--- src/rtl/dmem_pkg.sv ---
// dmem_pkg: shared types and constants for the data-memory arbiter slice.
//   state_e  - arbiter sequencing states
//   owner_e  - which requester currently owns the memory port
//   LS_*     - funct3 load/store size/sign modes
package dmem_pkg;

    typedef enum logic [1:0] {
        IDLE,
        ISSUE,
        WAIT,
        RESP
    } state_e;

    typedef enum logic {
        OWN_CPU,
        OWN_DMA
    } owner_e;

    localparam logic [2:0] LS_B  = 3'b000;
    localparam logic [2:0] LS_H  = 3'b001;
    localparam logic [2:0] LS_W  = 3'b010;
    localparam logic [2:0] LS_BU = 3'b100;
    localparam logic [2:0] LS_HU = 3'b101;

endpackage

--- src/rtl/dmem_if.sv ---
// dmem_if: request/response port between a memory requester and the arbiter.
//   req/we/addr/wdata/mode : request fields, held stable by the requester until gnt
//   gnt                    : one-cycle pulse when the access is issued or rejected
//   rvalid/rdata           : one-cycle load response
//   err                    : misaligned or illegal access (with gnt for stores, rvalid for loads)
// Modports: master = requester side, slave = arbiter side.
interface dmem_if #(
    parameter int ADDR_W = 32,
    parameter int DATA_W = 32
);
    logic              req;
    logic              we;
    logic [ADDR_W-1:0] addr;
    logic [DATA_W-1:0] wdata;
    logic [2:0]        mode;
    logic              gnt;
    logic              rvalid;
    logic [DATA_W-1:0] rdata;
    logic              err;

    modport master (
        output req, we, addr, wdata, mode,
        input  gnt, rvalid, rdata, err
    );

    modport slave (
        input  req, we, addr, wdata, mode,
        output gnt, rvalid, rdata, err
    );
endinterface

--- src/rtl/dmem_align_check.sv ---
// dmem_align_check: combinational legality/alignment check for one access.
//   we      in  1  1=store, 0=load
//   addr_lo in  2  low byte-address bits
//   mode    in  3  funct3 load/store mode
//   ok      out 1  mode legal for the direction and address naturally aligned
module dmem_align_check
    import dmem_pkg::*;
(
    input  logic       we,
    input  logic [1:0] addr_lo,
    input  logic [2:0] mode,
    output logic       ok
);

    logic legal;
    logic aligned;

    always_comb begin
        legal   = 1'b0;
        aligned = 1'b0;
        case (mode)
            LS_B, LS_BU: aligned = 1'b1;
            LS_H, LS_HU: aligned = ~addr_lo[0];
            LS_W:        aligned = (addr_lo == 2'b00);
            default:     aligned = 1'b0;
        endcase
        // Unsigned variants only make sense for loads.
        if (we) begin
            legal = (mode == LS_B) || (mode == LS_H) || (mode == LS_W);
        end else begin
            legal = (mode == LS_B) || (mode == LS_H) || (mode == LS_W) ||
                    (mode == LS_BU) || (mode == LS_HU);
        end
        ok = legal & aligned;
    end

endmodule

--- src/rtl/dmem_arbiter.sv ---
// dmem_arbiter: shares the single-port data memory between the CPU memory stage
// and a DMA/debug loader, sequencing one access at a time and checking alignment.
//   clk, rst_n        : clock, asynchronous active-low reset
//   cpu (dmem_if)     : CPU request/response port
//   dma (dmem_if)     : DMA request/response port
//   cpu_stall         : high while a CPU request is pending and not completing
//   mem_we/addr/wdata/mode, mem_rdata : data_memory32 connection
module dmem_arbiter
    import dmem_pkg::*;
#(
    parameter int ADDR_W     = 32,
    parameter int DATA_W     = 32,
    parameter int READ_LAT   = 1,
    parameter int STARVE_MAX = 4
) (
    input  logic              clk,
    input  logic              rst_n,
    dmem_if.slave             cpu,
    dmem_if.slave             dma,
    output logic              cpu_stall,
    output logic              mem_we,
    output logic [ADDR_W-1:0] mem_addr,
    output logic [DATA_W-1:0] mem_wdata,
    output logic [2:0]        mem_mode,
    input  logic [DATA_W-1:0] mem_rdata
);

    localparam int SW = $clog2(STARVE_MAX + 1);
    localparam int CW = $clog2(READ_LAT + 1);
    localparam logic [SW-1:0] STARVE_TOP = SW'(STARVE_MAX);
    localparam logic [CW-1:0] WAIT_LAST  = CW'(READ_LAT - 1);

    state_e        state_q, state_d;
    owner_e        owner_q, owner_d;
    logic [SW-1:0] starve_q, starve_d;
    logic [CW-1:0] wait_q, wait_d;
    logic          err_q, err_d;

    logic              own_we;
    logic [ADDR_W-1:0] own_addr;
    logic [DATA_W-1:0] own_wdata;
    logic [2:0]        own_mode;
    logic              own_ok;
    logic              cpu_done;

    // Requests are held stable until gnt, so the owner's live fields are
    // valid throughout ISSUE without a local copy.
    always_comb begin
        if (owner_q == OWN_DMA) begin
            own_we    = dma.we;
            own_addr  = dma.addr;
            own_wdata = dma.wdata;
            own_mode  = dma.mode;
        end else begin
            own_we    = cpu.we;
            own_addr  = cpu.addr;
            own_wdata = cpu.wdata;
            own_mode  = cpu.mode;
        end
    end

    dmem_align_check u_align (
        .we      (own_we),
        .addr_lo (own_addr[1:0]),
        .mode    (own_mode),
        .ok      (own_ok)
    );

    always_ff @(posedge clk or negedge rst_n) begin
        if (!rst_n) begin
            state_q  <= IDLE;
            owner_q  <= OWN_CPU;
            starve_q <= '0;
            wait_q   <= '0;
            err_q    <= 1'b0;
        end else begin
            state_q  <= state_d;
            owner_q  <= owner_d;
            starve_q <= starve_d;
            wait_q   <= wait_d;
            err_q    <= err_d;
        end
    end

    always_comb begin
        state_d    = state_q;
        owner_d    = owner_q;
        starve_d   = starve_q;
        wait_d     = wait_q;
        err_d      = err_q;
        mem_we     = 1'b0;
        mem_addr   = '0;
        mem_wdata  = '0;
        mem_mode   = '0;
        cpu.gnt    = 1'b0;
        cpu.rvalid = 1'b0;
        cpu.rdata  = '0;
        cpu.err    = 1'b0;
        dma.gnt    = 1'b0;
        dma.rvalid = 1'b0;
        dma.rdata  = '0;
        dma.err    = 1'b0;
        cpu_done   = 1'b0;

        case (state_q)
            IDLE: begin
                // CPU has priority unless DMA has been starved long enough.
                if (cpu.req || dma.req) begin
                    if (dma.req && (!cpu.req || (starve_q == STARVE_TOP))) begin
                        owner_d = OWN_DMA;
                    end else begin
                        owner_d = OWN_CPU;
                    end
                    state_d = ISSUE;
                end
            end
            ISSUE: begin
                mem_we    = own_we & own_ok;
                mem_addr  = own_addr;
                mem_wdata = own_wdata;
                mem_mode  = own_mode;
                err_d     = ~own_ok;
                if (owner_q == OWN_CPU) begin
                    cpu.gnt  = 1'b1;
                    cpu.err  = own_we & ~own_ok;
                    cpu_done = own_we;
                    if (dma.req) begin
                        starve_d = (starve_q == STARVE_TOP) ? STARVE_TOP : starve_q + SW'(1);
                    end else begin
                        starve_d = '0;
                    end
                end else begin
                    dma.gnt  = 1'b1;
                    dma.err  = own_we & ~own_ok;
                    starve_d = '0;
                end
                // Rejected loads never touch memory, so they answer immediately.
                if (own_we) begin
                    state_d = IDLE;
                end else if (!own_ok || (READ_LAT == 1)) begin
                    state_d = RESP;
                end else begin
                    state_d = WAIT;
                    wait_d  = CW'(1);
                end
            end
            WAIT: begin
                if (wait_q == WAIT_LAST) begin
                    state_d = RESP;
                end else begin
                    wait_d = wait_q + CW'(1);
                end
            end
            RESP: begin
                if (owner_q == OWN_CPU) begin
                    cpu.rvalid = 1'b1;
                    cpu.rdata  = err_q ? '0 : mem_rdata;
                    cpu.err    = err_q;
                    cpu_done   = 1'b1;
                end else begin
                    dma.rvalid = 1'b1;
                    dma.rdata  = err_q ? '0 : mem_rdata;
                    dma.err    = err_q;
                end
                state_d = IDLE;
            end
            default: state_d = IDLE;
        endcase

        cpu_stall = cpu.req & ~cpu_done;
    end

endmodule

--- src/flat_wrapper.sv ---
// flat-port wrapper written by rule: the top's interface ports become plain ports
module dmem_arbiter_flat import dmem_pkg::*;
#(
    parameter int ADDR_W     = 32,
    parameter int DATA_W     = 32,
    parameter int READ_LAT   = 1,
    parameter int STARVE_MAX = 4
)
  (clk, rst_n, cpu_stall, mem_we, mem_addr, mem_wdata, mem_mode, mem_rdata, cpu_req, cpu_we, cpu_addr, cpu_wdata, cpu_mode, cpu_gnt, cpu_rvalid, cpu_rdata, cpu_err, dma_req, dma_we, dma_addr, dma_wdata, dma_mode, dma_gnt, dma_rvalid, dma_rdata, dma_err);
  dmem_if #(.ADDR_W(ADDR_W), .DATA_W(DATA_W)) cpu_i ();
  dmem_if #(.ADDR_W(ADDR_W), .DATA_W(DATA_W)) dma_i ();
  input  logic clk;
  input  logic rst_n;
  output logic cpu_stall;
  output logic mem_we;
  output logic [ADDR_W-1:0] mem_addr;
  output logic [DATA_W-1:0] mem_wdata;
  output logic [2:0] mem_mode;
  input  logic [DATA_W-1:0] mem_rdata;
  input wire logic [$bits(cpu_i.req)-1:0] cpu_req;
  input wire logic [$bits(cpu_i.we)-1:0] cpu_we;
  input wire logic [$bits(cpu_i.addr)-1:0] cpu_addr;
  input wire logic [$bits(cpu_i.wdata)-1:0] cpu_wdata;
  input wire logic [$bits(cpu_i.mode)-1:0] cpu_mode;
  output wire logic [$bits(cpu_i.gnt)-1:0] cpu_gnt;
  output wire logic [$bits(cpu_i.rvalid)-1:0] cpu_rvalid;
  output wire logic [$bits(cpu_i.rdata)-1:0] cpu_rdata;
  output wire logic [$bits(cpu_i.err)-1:0] cpu_err;
  input wire logic [$bits(dma_i.req)-1:0] dma_req;
  input wire logic [$bits(dma_i.we)-1:0] dma_we;
  input wire logic [$bits(dma_i.addr)-1:0] dma_addr;
  input wire logic [$bits(dma_i.wdata)-1:0] dma_wdata;
  input wire logic [$bits(dma_i.mode)-1:0] dma_mode;
  output wire logic [$bits(dma_i.gnt)-1:0] dma_gnt;
  output wire logic [$bits(dma_i.rvalid)-1:0] dma_rvalid;
  output wire logic [$bits(dma_i.rdata)-1:0] dma_rdata;
  output wire logic [$bits(dma_i.err)-1:0] dma_err;
  assign cpu_i.req = cpu_req;
  assign cpu_i.we = cpu_we;
  assign cpu_i.addr = cpu_addr;
  assign cpu_i.wdata = cpu_wdata;
  assign cpu_i.mode = cpu_mode;
  assign cpu_gnt = cpu_i.gnt;
  assign cpu_rvalid = cpu_i.rvalid;
  assign cpu_rdata = cpu_i.rdata;
  assign cpu_err = cpu_i.err;
  assign dma_i.req = dma_req;
  assign dma_i.we = dma_we;
  assign dma_i.addr = dma_addr;
  assign dma_i.wdata = dma_wdata;
  assign dma_i.mode = dma_mode;
  assign dma_gnt = dma_i.gnt;
  assign dma_rvalid = dma_i.rvalid;
  assign dma_rdata = dma_i.rdata;
  assign dma_err = dma_i.err;
  dmem_arbiter #(.ADDR_W(ADDR_W), .DATA_W(DATA_W), .READ_LAT(READ_LAT), .STARVE_MAX(STARVE_MAX)) u_core (.clk(clk), .rst_n(rst_n), .cpu(cpu_i), .dma(dma_i), .cpu_stall(cpu_stall), .mem_we(mem_we), .mem_addr(mem_addr), .mem_wdata(mem_wdata), .mem_mode(mem_mode), .mem_rdata(mem_rdata));
endmodule
--- config.mk ---
export PLATFORM = sky130hd
export DESIGN_NAME = dmem_arbiter_flat
export DESIGN_NICKNAME = d
export VERILOG_FILES = /design/src/rtl/dmem_pkg.sv /design/src/rtl/dmem_if.sv /design/src/rtl/dmem_align_check.sv /design/src/rtl/dmem_arbiter.sv /design/src/flat_wrapper.sv
export SDC_FILE = /design/constraint.sdc
export NUM_CORES = 1
export LEC_CHECK = 0
export BUFFER_PORTS_ARGS = -buffer_cell sky130_fd_sc_hd__buf_2
export CAP_MARGIN = 20
export CORE_AREA = 5 5 117 119
export CTS_CLUSTER_DIAMETER = 40
export CTS_CLUSTER_SIZE = 10
export DETAILED_ROUTE_END_ITERATION = 10
export DIE_AREA = 0 0 122 124
export PLACE_DENSITY = 0.56
export SYNTH_ARGS = -nofsm -noshare
export SYNTH_HDL_FRONTEND = slang
export SYNTH_SLANG_ARGS = --single-unit
--- constraint.sdc ---
create_clock -name clk -period 1.5 [get_ports clk]
set_input_delay 0.225 -clock clk [delete_from_list [all_inputs] [get_ports clk]]
set_output_delay 0.225 -clock clk [all_outputs]
set_load 0.1 [all_outputs]
# Word-level counts from Yosys, hierarchy flattened
# Cells that the tools add are included.
# Widths: inputs -> output; s select.
dict set report totals {
  reg_bits 8
  latchBits 0
  mem_bits_rw 0
  rom_bits 0
  input_bits 172
  out_inout_bits 139
  word_cells 77
  n_memories 0
}
dict set report op_classes {
  n_addsub 2
  mul 0
  div_mod_pow 0
  n_lt_le_gt_ge 0
  n_eq_ne 10
  shifts 0
  n_mux 38
  bitwise_logic 7
  n_reduce_logical 15
}
# operator n
set op_table {}
lappend op_table {{$mux 32} 9}
lappend op_table {{$mux 1} 16}
lappend op_table {{$mux 3} 5}
lappend op_table {{$eq 3x3->1 const B} 3}
lappend op_table {{$pmux 2 s4} 1}
lappend op_table {{$logic_or 1x1->1} 6}
lappend op_table {{$mux 2} 3}
lappend op_table {{$pmux 1 s2} 3}
lappend op_table {{$and 1x1->1} 4}
lappend op_table {{$eq 2x2->1 const B} 2}
lappend op_table {{$logic_not 2->1} 2}
lappend op_table {{$reduce_and 2->1} 2}
lappend op_table {{$reduce_or 2->1} 2}
lappend op_table {{$add 3x1->3 const B} 1}
lappend op_table {{$eq 3x1->1 const B} 1}
lappend op_table {{$eq 3x2->1 const B} 1}
lappend op_table {{$logic_not 3->1} 1}
lappend op_table {{$not 1->1} 3}
lappend op_table {{$pmux 1 s3} 1}
lappend op_table {{$eq 2x1->1 const B} 1}
lappend op_table {{$ne 2x1->1 const B} 1}
lappend op_table {{$ne 2x2->1 const B} 1}
lappend op_table {{$add 1x1->1 const B} 1}
lappend op_table {{$logic_and 1x1->1} 1}
lappend op_table {{$logic_not 1->1} 1}

# Depth between registers and ports, before layout
# Gate-level depths: netlist of run 1.
dict set report depth {
  word_depth 12
  ltp_mapped 6
  depth_no_buf 5
}

# By module
# Synthesis of run 1 repeated with hierarchy kept, for this count alone.
dict set report hier_totals {
  cells_unflattened 242
  area_unflattened_um2 1791.7
}
# module n_inst cells_per_inst area_each_um2 seq_area_each_um2
set by_module_without_submodules {}
lappend by_module_without_submodules {dmem_arbiter 1 240 1773.0 175.2}
lappend by_module_without_submodules {dmem_align_check 1 2 18.8 0.0}

# Worst setup path before layout of run 1
# Ideal clock, no wire load.
dict set report synth_timing {
  path_type {flip-flop to output port}
  startpoint {reg u_core.owner_q}
  endpoint {out cpu_err}
  arrival_time_ns 5.489
  t_required_ns 1.275
  setup_slack_ns -4.214
  stages_incl_launch_ff 5
  path_buffers 1
  path_cell_list {dfrtp_1 -> buf_6 -> nor3b_1 -> nand2_1 -> o32ai_1}
}
dict set report synth_via {
  elab_chain_cells 12
  word_cells_on_any_way 24
}
# item line_no
set synth_lines {}
lappend synth_lines {{from (decl)} dmem_arbiter.sv:34} ;# owner_e owner_q, owner_d;
lappend synth_lines {{from (signal assigned)} dmem_arbiter.sv:78} ;# owner_q <= owner_d;
lappend synth_lines {{$mux 3} dmem_arbiter.sv:49} ;# if (owner_q == OWN_DMA) begin
lappend synth_lines {{$eq 3x1->1 / $logic_not 3->1 (equally long branches)} {dmem_align_check.sv:21, dmem_align_check.sv:29, dmem_align_check.sv:31}}
lappend synth_lines {{$logic_or 1x1->1 (2 in a row)} {dmem_align_check.sv:29, dmem_align_check.sv:31}}
lappend synth_lines {{$logic_or 1x1->1} dmem_align_check.sv:31} ;# legal = (mode == LS_B) || (mode == LS_H) || (mode == LS_W) ||
lappend synth_lines {{$logic_or 1x1->1} dmem_align_check.sv:32} ;# (mode == LS_BU) || (mode == LS_HU);
lappend synth_lines {{$mux 1} dmem_align_check.sv:28} ;# if (we) begin
lappend synth_lines {{$and 1x1->1} dmem_align_check.sv:34} ;# ok = legal & aligned;
lappend synth_lines {{$not 1->1} dmem_arbiter.sv:125} ;# cpu.err = own_we & ~own_ok;
lappend synth_lines {{$and 1x1->1} dmem_arbiter.sv:125}
lappend synth_lines {{$mux 1} dmem_arbiter.sv:123} ;# if (owner_q == OWN_CPU) begin
lappend synth_lines {{$pmux 1 s2 (*)} dmem_arbiter.sv:105} ;# case (state_q)
lappend synth_lines {{to (decl)} flat_wrapper.sv:28} ;# output wire logic [$bits(cpu_i.err)-1:0] cpu_err;
# Mark *: on every way between the ends. The rest lies on a longest branch, timed or not.

# Worst setup path after layout of run 1
# Same ends and word-level chain as after synthesis.

==> impl_metrics.csv, run 1 <==
group,metric,value,unit
setup_path,max_stage_delay,520,ps
setup_path,slowest_stage,"dfrtp_4",
place,numPortBuffers,310,
floorplanning,pin_count,311,
power,max-vdd-ir-drop,1.531,mV
synth,synth_fa_ha_area_frac,0.01350,
power,swShare,0.5994,
timing,finalCriticalPeriod,2029,ps
setup_path,cp_top_family,"flip-flops",
cells_and_area,layout_commonest_cell,"buf_2",
synth,synthMuxAreaShare,0.3673,
power,leakage,0.003152,uW
clock_tree,cts_tree,"done",
clock_tree,insertion_delay,230,ps
setup_path,required,1270,ps
cells_and_area,final_cell_mix,"171 x buf_2, 152 x buf_12, 130 x nor2_4, 55 x mux2i_4, 37 x nand2_1",
detailed_routing,wire_per_inst,18.40,microns
power,p_per_area,2581,nW/um^2
job,cap_violations,0,
power,clkPwrFrac,0.021,
floorplanning,rows,41,
grt,antenna_found_initial,0,
synth,syn_area_per_cell,5.997,sq um
timing,relSlewSlack,0.7289,
timing,tightest_slew,406.7,ps
setup_path,end_kind,"output pin",
cells_and_area,area_growth,342.8,%
place,dp_hpwl,11.07,mm
grt,grt_max_degree,35,
synth,synth_top_family_by_area,"simple AND/OR/NAND/NOR gates",
synth,syn-num-nets,483,
timing,setup_viol,139,
synth,syn_area,1853,sq um
power,p_comb_frac,0.960,
detailed_routing,drt-vias-per-instance,4.365,
synth,syn_inst,309,
grt,track_usage,0.1658,
floorplanning,coreArea,12470,sq um
timing,drv_slew,0,
detailed_routing,finalWirelength,15.04,mm
status,violations,"setup timing",
place,gp_congestion,0.7997,
cells_and_area,fin_util,0.6582,
timing,period_share,1.353,
clock_tree,cts_buffers,3,
detailed_routing,dr.pass1.iters,4,
synth,yosysUniqueCellTypes,27,
floorplanning,start_util,0.1486,
setup_path,path_class,"reg -> out",
setup_path,r2r_setup_slack,70,ps
grt,grt_pass1_vias,3883,
setup_path,crit_arrival,1800,ps
power,p_int,8485,uW
cells_and_area,fillCellCount,886,
timing,finClkSkew,3.170,ps
synth,ys_seq_area_frac,0.09453,
detailed_routing,drc,0,
clock_tree,clock_sinks,7,
cells_and_area,postLayoutCellArea,8205,sq um
timing,fmax,492.9,MHz
floorplanning,die_w,122,microns
power,p_sw,12700,uW
detailed_routing,ant_nets,0,
setup_path,path_cells,"buf_4 > nor3b_4 > nand2_2 > o32ai_4 > buf_12",
grt,grt_pass1_wl,20.33,mm
setup_path,path_max_fanout,6,
clock_tree,cts_root_buf,"clkbuf_16",
clock_tree,clockBufferDepth,2,
synth,synthXorXnorAreaFrac,0,
status,status,"complete, but fails checks",
place,placed_area,6885,sq um
timing,fin_ws,-529.0,ps
floorplanning,die_y,124,microns
synth,yosys_warnings,0,
floorplanning,dieArea,15130,sq um
setup_path,start_kind,"flip-flop",
timing,finalHoldViolCount,0,
detailed_routing,drt-initial-drc-count,78,
cells_and_area,drive_above_1_share,0.8853,
cells_and_area,nNetsFinal,820,
cells_and_area,antenna_cells,0,
synth,synth-compound-area-share,0.04862,
synth,yosys.area_share.simple,0.3923,
synth,synth_seq_cells,7,
hold_path,hp-class,"in -> reg",
grt,grt-ovfl-total,0,
clock_tree,path_clk_slew,40,ps
timing,rsz0062_at_grt,"yes",
setup_path,critical_path_buf_inv_count,2,
clock_tree,htree_levels,1,
detailed_routing,num_vias,3566,
power,seqPwrFrac,0.018,
## layer usage
layer	part of all wire	wire length, microns	up-vias	track usage
li1	-	-	1702	-
met1	0.33	4962	1689	0.1731
met2	0.58	8776	165	0.3401
met3	0.077	1159	10	0.03906
met4	0.0090	136	0	0.02241
met5	0	0	-	0
## logic make-up (layout without fill, tap and decap cells)
family                   count (synthesis)  in the layout
adder cells (fa/ha/maj)                  2              2
buffers and inverters                   33            369
AND/OR/NAND/NOR                        185            185
multiplexers                            68             68
AO/OA/AOI/OAI                           14             14
flip-flops                               7              7
## path summary, 6_finish.rpt
check,startpoint,end,cells past startpoint
setup / recovery,u_core.owner_q$_DFFE_PN0P_,cpu_err,5
max in group asynchronous,rst_n,u_core.owner_q$_DFFE_PN0P_,2
hold / removal,cpu_req,u_core.owner_q$_DFFE_PN0P_,2
hold reg to reg,u_core.err_q$_DFFE_PN0P_,u_core.err_q$_DFFE_PN0P_,2
setup reg to reg,u_core.owner_q$_DFFE_PN0P_,u_core.err_q$_DFFE_PN0P_,4
min in group asynchronous,rst_n,u_core.starve_q[2]$_DFFE_PN0P_,2
## state kept, by name (all words and copies together), names as in the netlist
signal / count
u_core.state_q: 2
u_core.starve_q: 3
u_core.owner_q: 1
u_core.err_q: 1
## through the flow
| step | setup TNS (ps) | total power (uW) | setup slack, ps | std cells | hold slack (ps) |
|---|---|---|---|---|---|
| floorplan | -60900 | 12290 | -1153 | 309 | -70.59 |
| global placement | -11850 | 17810 | -287.9 | 800 | 69.93 |
| detailed placement | -15250 | 17990 | -325.5 | 800 | 74.35 |
| CTS | -54470 | 19940 | -510.9 | 812 | 209.4 |
| global route | -62000 | 21790 | -591.4 | 817 | 219.7 |
| finish | -54910 | 21180 | -529.0 | 817 | 217.8 |
## cell type report
class / count / area [sq um] / area share
well taps: 172 / 215.2 / 0.02623
multi-input cells: 269 / 3328 / 0.4056
clock buffers: 4 / 78.83 / 0.009607
inverters: 6 / 26.28 / 0.003202
repair buffers: 359 / 4378 / 0.5335
flip-flops and latches: 7 / 178.9 / 0.02181
## power groups by stage
| stage | Clock (uW) | Combinational, uW | Sequential, uW |
|---|---|---|---|
| 6_report | 454 | 20300 | 389 |
| 3_5_place_dp | 0 | 17600 | 391 |
| 4_1_cts | 458 | 19100 | 389 |
| 2_1_floorplan | 0 | 12000 | 324 |
| 5_1_grt | 482 | 20900 | 403 |
| 3_3_place_gp | 0 | 17400 | 379 |
## synthesized netlist by cell type (all sizes together)
cell / instances / area share
o21ai: 5 / 0.014
mux2i: 68 / 0.37
and2: 1 / 0.0034
ha: 2 / 0.014
clkinv: 1 / 0.0020
o32ai: 2 / 0.0095
a31oi: 1 / 0.0034
nor3b: 1 / 0.0041
buf: 10 / 0.037
nand3b: 1 / 0.0041
nand3: 5 / 0.014
and4: 1 / 0.0047
o31ai: 1 / 0.0041
and3: 1 / 0.0034
nor2: 133 / 0.27
a21oi: 3 / 0.0081
inv: 5 / 0.010
dfrtp: 7 / 0.095
nor3: 1 / 0.0027
o21a: 1 / 0.0041
nand2b: 1 / 0.0034
nor2b: 2 / 0.0068
nand2: 38 / 0.077
o221a: 1 / 0.0061
clkbuf: 17 / 0.034
## timing repair
action,4_1_cts,5_1_grt
gates cloned,4,4
hold buffers,1,0
endpoints found under the hold margin,7,0
buffers inserted,3,1
pin swaps,5,25
setup endpoints to repair,139,140
gates resized for setup,120,66
(Power assumes the default switching activity.)
==> run 2: changes to the inputs <==
--- a/config.mk
+++ b/config.mk
@@ -6,13 +6,14 @@
 export NUM_CORES = 1
 export LEC_CHECK = 0
 export BUFFER_PORTS_ARGS = -buffer_cell sky130_fd_sc_hd__buf_2
-export CAP_MARGIN = 20
-export CORE_AREA = 5 5 117 119
+export CELL_PAD_IN_SITES_DETAIL_PLACEMENT = 0
+export CELL_PAD_IN_SITES_GLOBAL_PLACEMENT = 2
+export CORE_MARGIN = 5
+export CORE_UTILIZATION = 10
 export CTS_CLUSTER_DIAMETER = 40
 export CTS_CLUSTER_SIZE = 10
 export DETAILED_ROUTE_END_ITERATION = 10
-export DIE_AREA = 0 0 122 124
-export PLACE_DENSITY = 0.56
+export PLACE_DENSITY = 0.87
 export SYNTH_ARGS = -nofsm -noshare
 export SYNTH_HDL_FRONTEND = slang
 export SYNTH_SLANG_ARGS = --single-unit
==> run 2 against run 1 <==
  * The flow still finishes with violations (setup timing)
  * Global-route usage shrank 3.4 points
  * Largest power group unchanged
  * Final area down 1.3%
  * Via count down 0.81%
  * Final cell count grew 8.8%
  * Utilization is 21 points lower
  * Sequential power rose by 9.3%
==> impl_metrics.csv, run 2 (synthesized netlist as in run 1, its figures left out) <==
group,metric,value,unit
floorplanning,start_util,0.1025,
detailed_routing,drt-initial-drc-count,91,
setup_path,slowest_stage,"dfrtp_4",
floorplanning,die_w,146.1,microns
grt,grt_pass1_wl,22.52,mm
cells_and_area,reg_top3,"u_core.starve_q x3, u_core.state_q x2",
detailed_routing,drc,0,
setup_path,cp_common_cell,"buf_4",
setup_path,r2r_setup_slack,40,ps
clock_tree,cts_root_buf,"clkbuf_16",
detailed_routing,ant_nets,0,
setup_path,cp-startpoint,"u_core.owner_q$_DFFE_PN0P_",
place,dp_hpwl,12.22,mm
grt,grt-ovfl-total,0,
power,max-vdd-ir-drop,0.8606,mV
floorplanning,pin_count,311,
timing,finClkSkew,2.843,ps
setup_path,end_kind,"output pin",
timing,setup_viol,139,
clock_tree,clock_sinks,7,
detailed_routing,wire_per_inst,17.24,microns
setup_path,path_cells,"buf_4 > buf_16 > mux2i_2 > buf_4 > nor2_4 > buf_12",
timing,finalHoldViolCount,0,
setup_path,critical_path_buf_inv_count,4,
timing,finalCriticalPeriod,2075,ps
setup_path,cp_top_family,"buffers and inverters",
timing,setup_tns,-57690,ps
cells_and_area,layout_commonest_cell,"buf_2",
timing,tightest_slew,331.5,ps
timing,drv_slew,0,
cells_and_area,regMostFlops,"u_core.starve_q",
clock_tree,cts_buffers,3,
detailed_routing,num_vias,3537,
setup_path,r2r_cells,4,
power,p_total,20900,uW
timing,fin_ws,-575.4,ps
floorplanning,rows,49,
cells_and_area,largest_reg_flops,3,
grt,grt_pass1_vias,3846,
timing,relSlewSlack,0.7746,
hold_path,hp-class,"in -> reg",
status,status,"complete, but fails checks",
grt,track_usage,0.1321,
detailed_routing,finalWirelength,15.33,mm
place,numPortBuffers,310,
cells_and_area,nNetsFinal,834,
setup_path,required,1270,ps
power,p_per_area,2579,nW/um^2
setup_path,start_kind,"flip-flop",
setup_path,r2r_start,"u_core.owner_q$_DFFE_PN0P_",
floorplanning,die_y,146.1,microns
grt,antenna_found_initial,1,
detailed_routing,drt-vias-per-instance,3.979,
detailed_routing,dr.pass1.iters,4,
setup_path,path_max_fanout,30,
clock_tree,htree_levels,1,
setup_path,r2r_end,"u_core.err_q$_DFFE_PN0P_",
setup_path,path_class,"reg -> out",
setup_path,crit_end,"mem_wdata[31]",
floorplanning,dieArea,21350,sq um
power,leakage,0.003243,uW
timing,fmax,481.8,MHz
cells_and_area,final_cell_mix,"171 x buf_2, 158 x buf_12, 129 x nor2_4, 37 x nand2_1, 28 x buf_4",
setup_path,max_stage_delay,480,ps
clock_tree,clockBufferDepth,2,
job,cap_violations,0,
clock_tree,insertion_delay,240,ps
cells_and_area,area_growth,337.3,%
grt,grt_max_degree,35,
setup_path,crit_cells,6,
floorplanning,coreArea,18090,sq um
cells_and_area,drive_above_1_share,0.8665,
status,violations,"setup timing",
timing,rsz0062_at_grt,"yes",
timing,period_share,1.384,
clock_tree,cts_tree,"done",
place,gp_congestion,0.7603,
setup_path,crit_arrival,1850,ps
clock_tree,path_clk_slew,40,ps
run 2: worst min-delay path by stage:
stage,slack [ps],cells past startpoint,end,startpoint
3_5_place_dp,70,1,u_core.state_q[1]$_DFFE_PN0P_,rst_n
3_3_place_gp,70,1,u_core.state_q[0]$_DFFE_PN0P_,rst_n
4_1_cts,230,2,u_core.owner_q$_DFFE_PN0P_,cpu_req
2_1_floorplan,-70,0,u_core.err_q$_DFFE_PN0P_,rst_n
5_1_grt,240,2,u_core.owner_q$_DFFE_PN0P_,cpu_req
6_report,230,2,u_core.owner_q$_DFFE_PN0P_,cpu_req
run 2: what timing repair did:
action	in CTS	in global routing
gates cloned	5	4
pin swaps	17	7
hold buffers	1	0
buffers inserted	13	2
setup endpoints to repair	140	140
endpoints found under the hold margin	7	0
gates resized for setup	102	25
run 2: area by class of cell:
type                       instances  area [sq um]
fill                            1625          9983
timing repair buffer             373          4561
multi-input combinational        269          2953
tap                              229         286.5
sequential                         7         181.4
clock buffer                       3         75.07
inverter                           6         38.79
clock inverter                     1         5.005
antenna                            1         2.502
run 2: through the flow:
stage          hold slack [ps]  worst slack, ps    util  std cells  cell area (sq um)
2_1_floorplan           -70.59            -1153       -        309               2925
3_3_place_gp             71.22           -362.2  0.3931        862               7109
3_5_place_dp             73.89           -384.5  0.3931        862               7109
4_1_cts                  226.4           -554.9  0.4351        884               7870
5_1_grt                  238.8           -611.5  0.4480        889               8103
6_report                 225.5           -575.4  0.4480        889               8103
run 2: layer usage:
metal | track usage | routed length [microns] | part of all wire
met2 | 0.2470 | 8268 | 0.54
met1 | 0.1514 | 5770 | 0.38
met5 | 0 | 0 | 0
met3 | 0.03564 | 1157 | 0.075
met4 | 0.02399 | 130 | 0.0085
run 2: report_power, final:
| group | switching, uW | leakage [uW] | internal [uW] |
|---|---|---|---|
| registers | 135 | 0.0000856 | 290 |
| clock network | 122 | 0.0000409 | 352 |
| logic | 12300 | 0.00312 | 7690 |
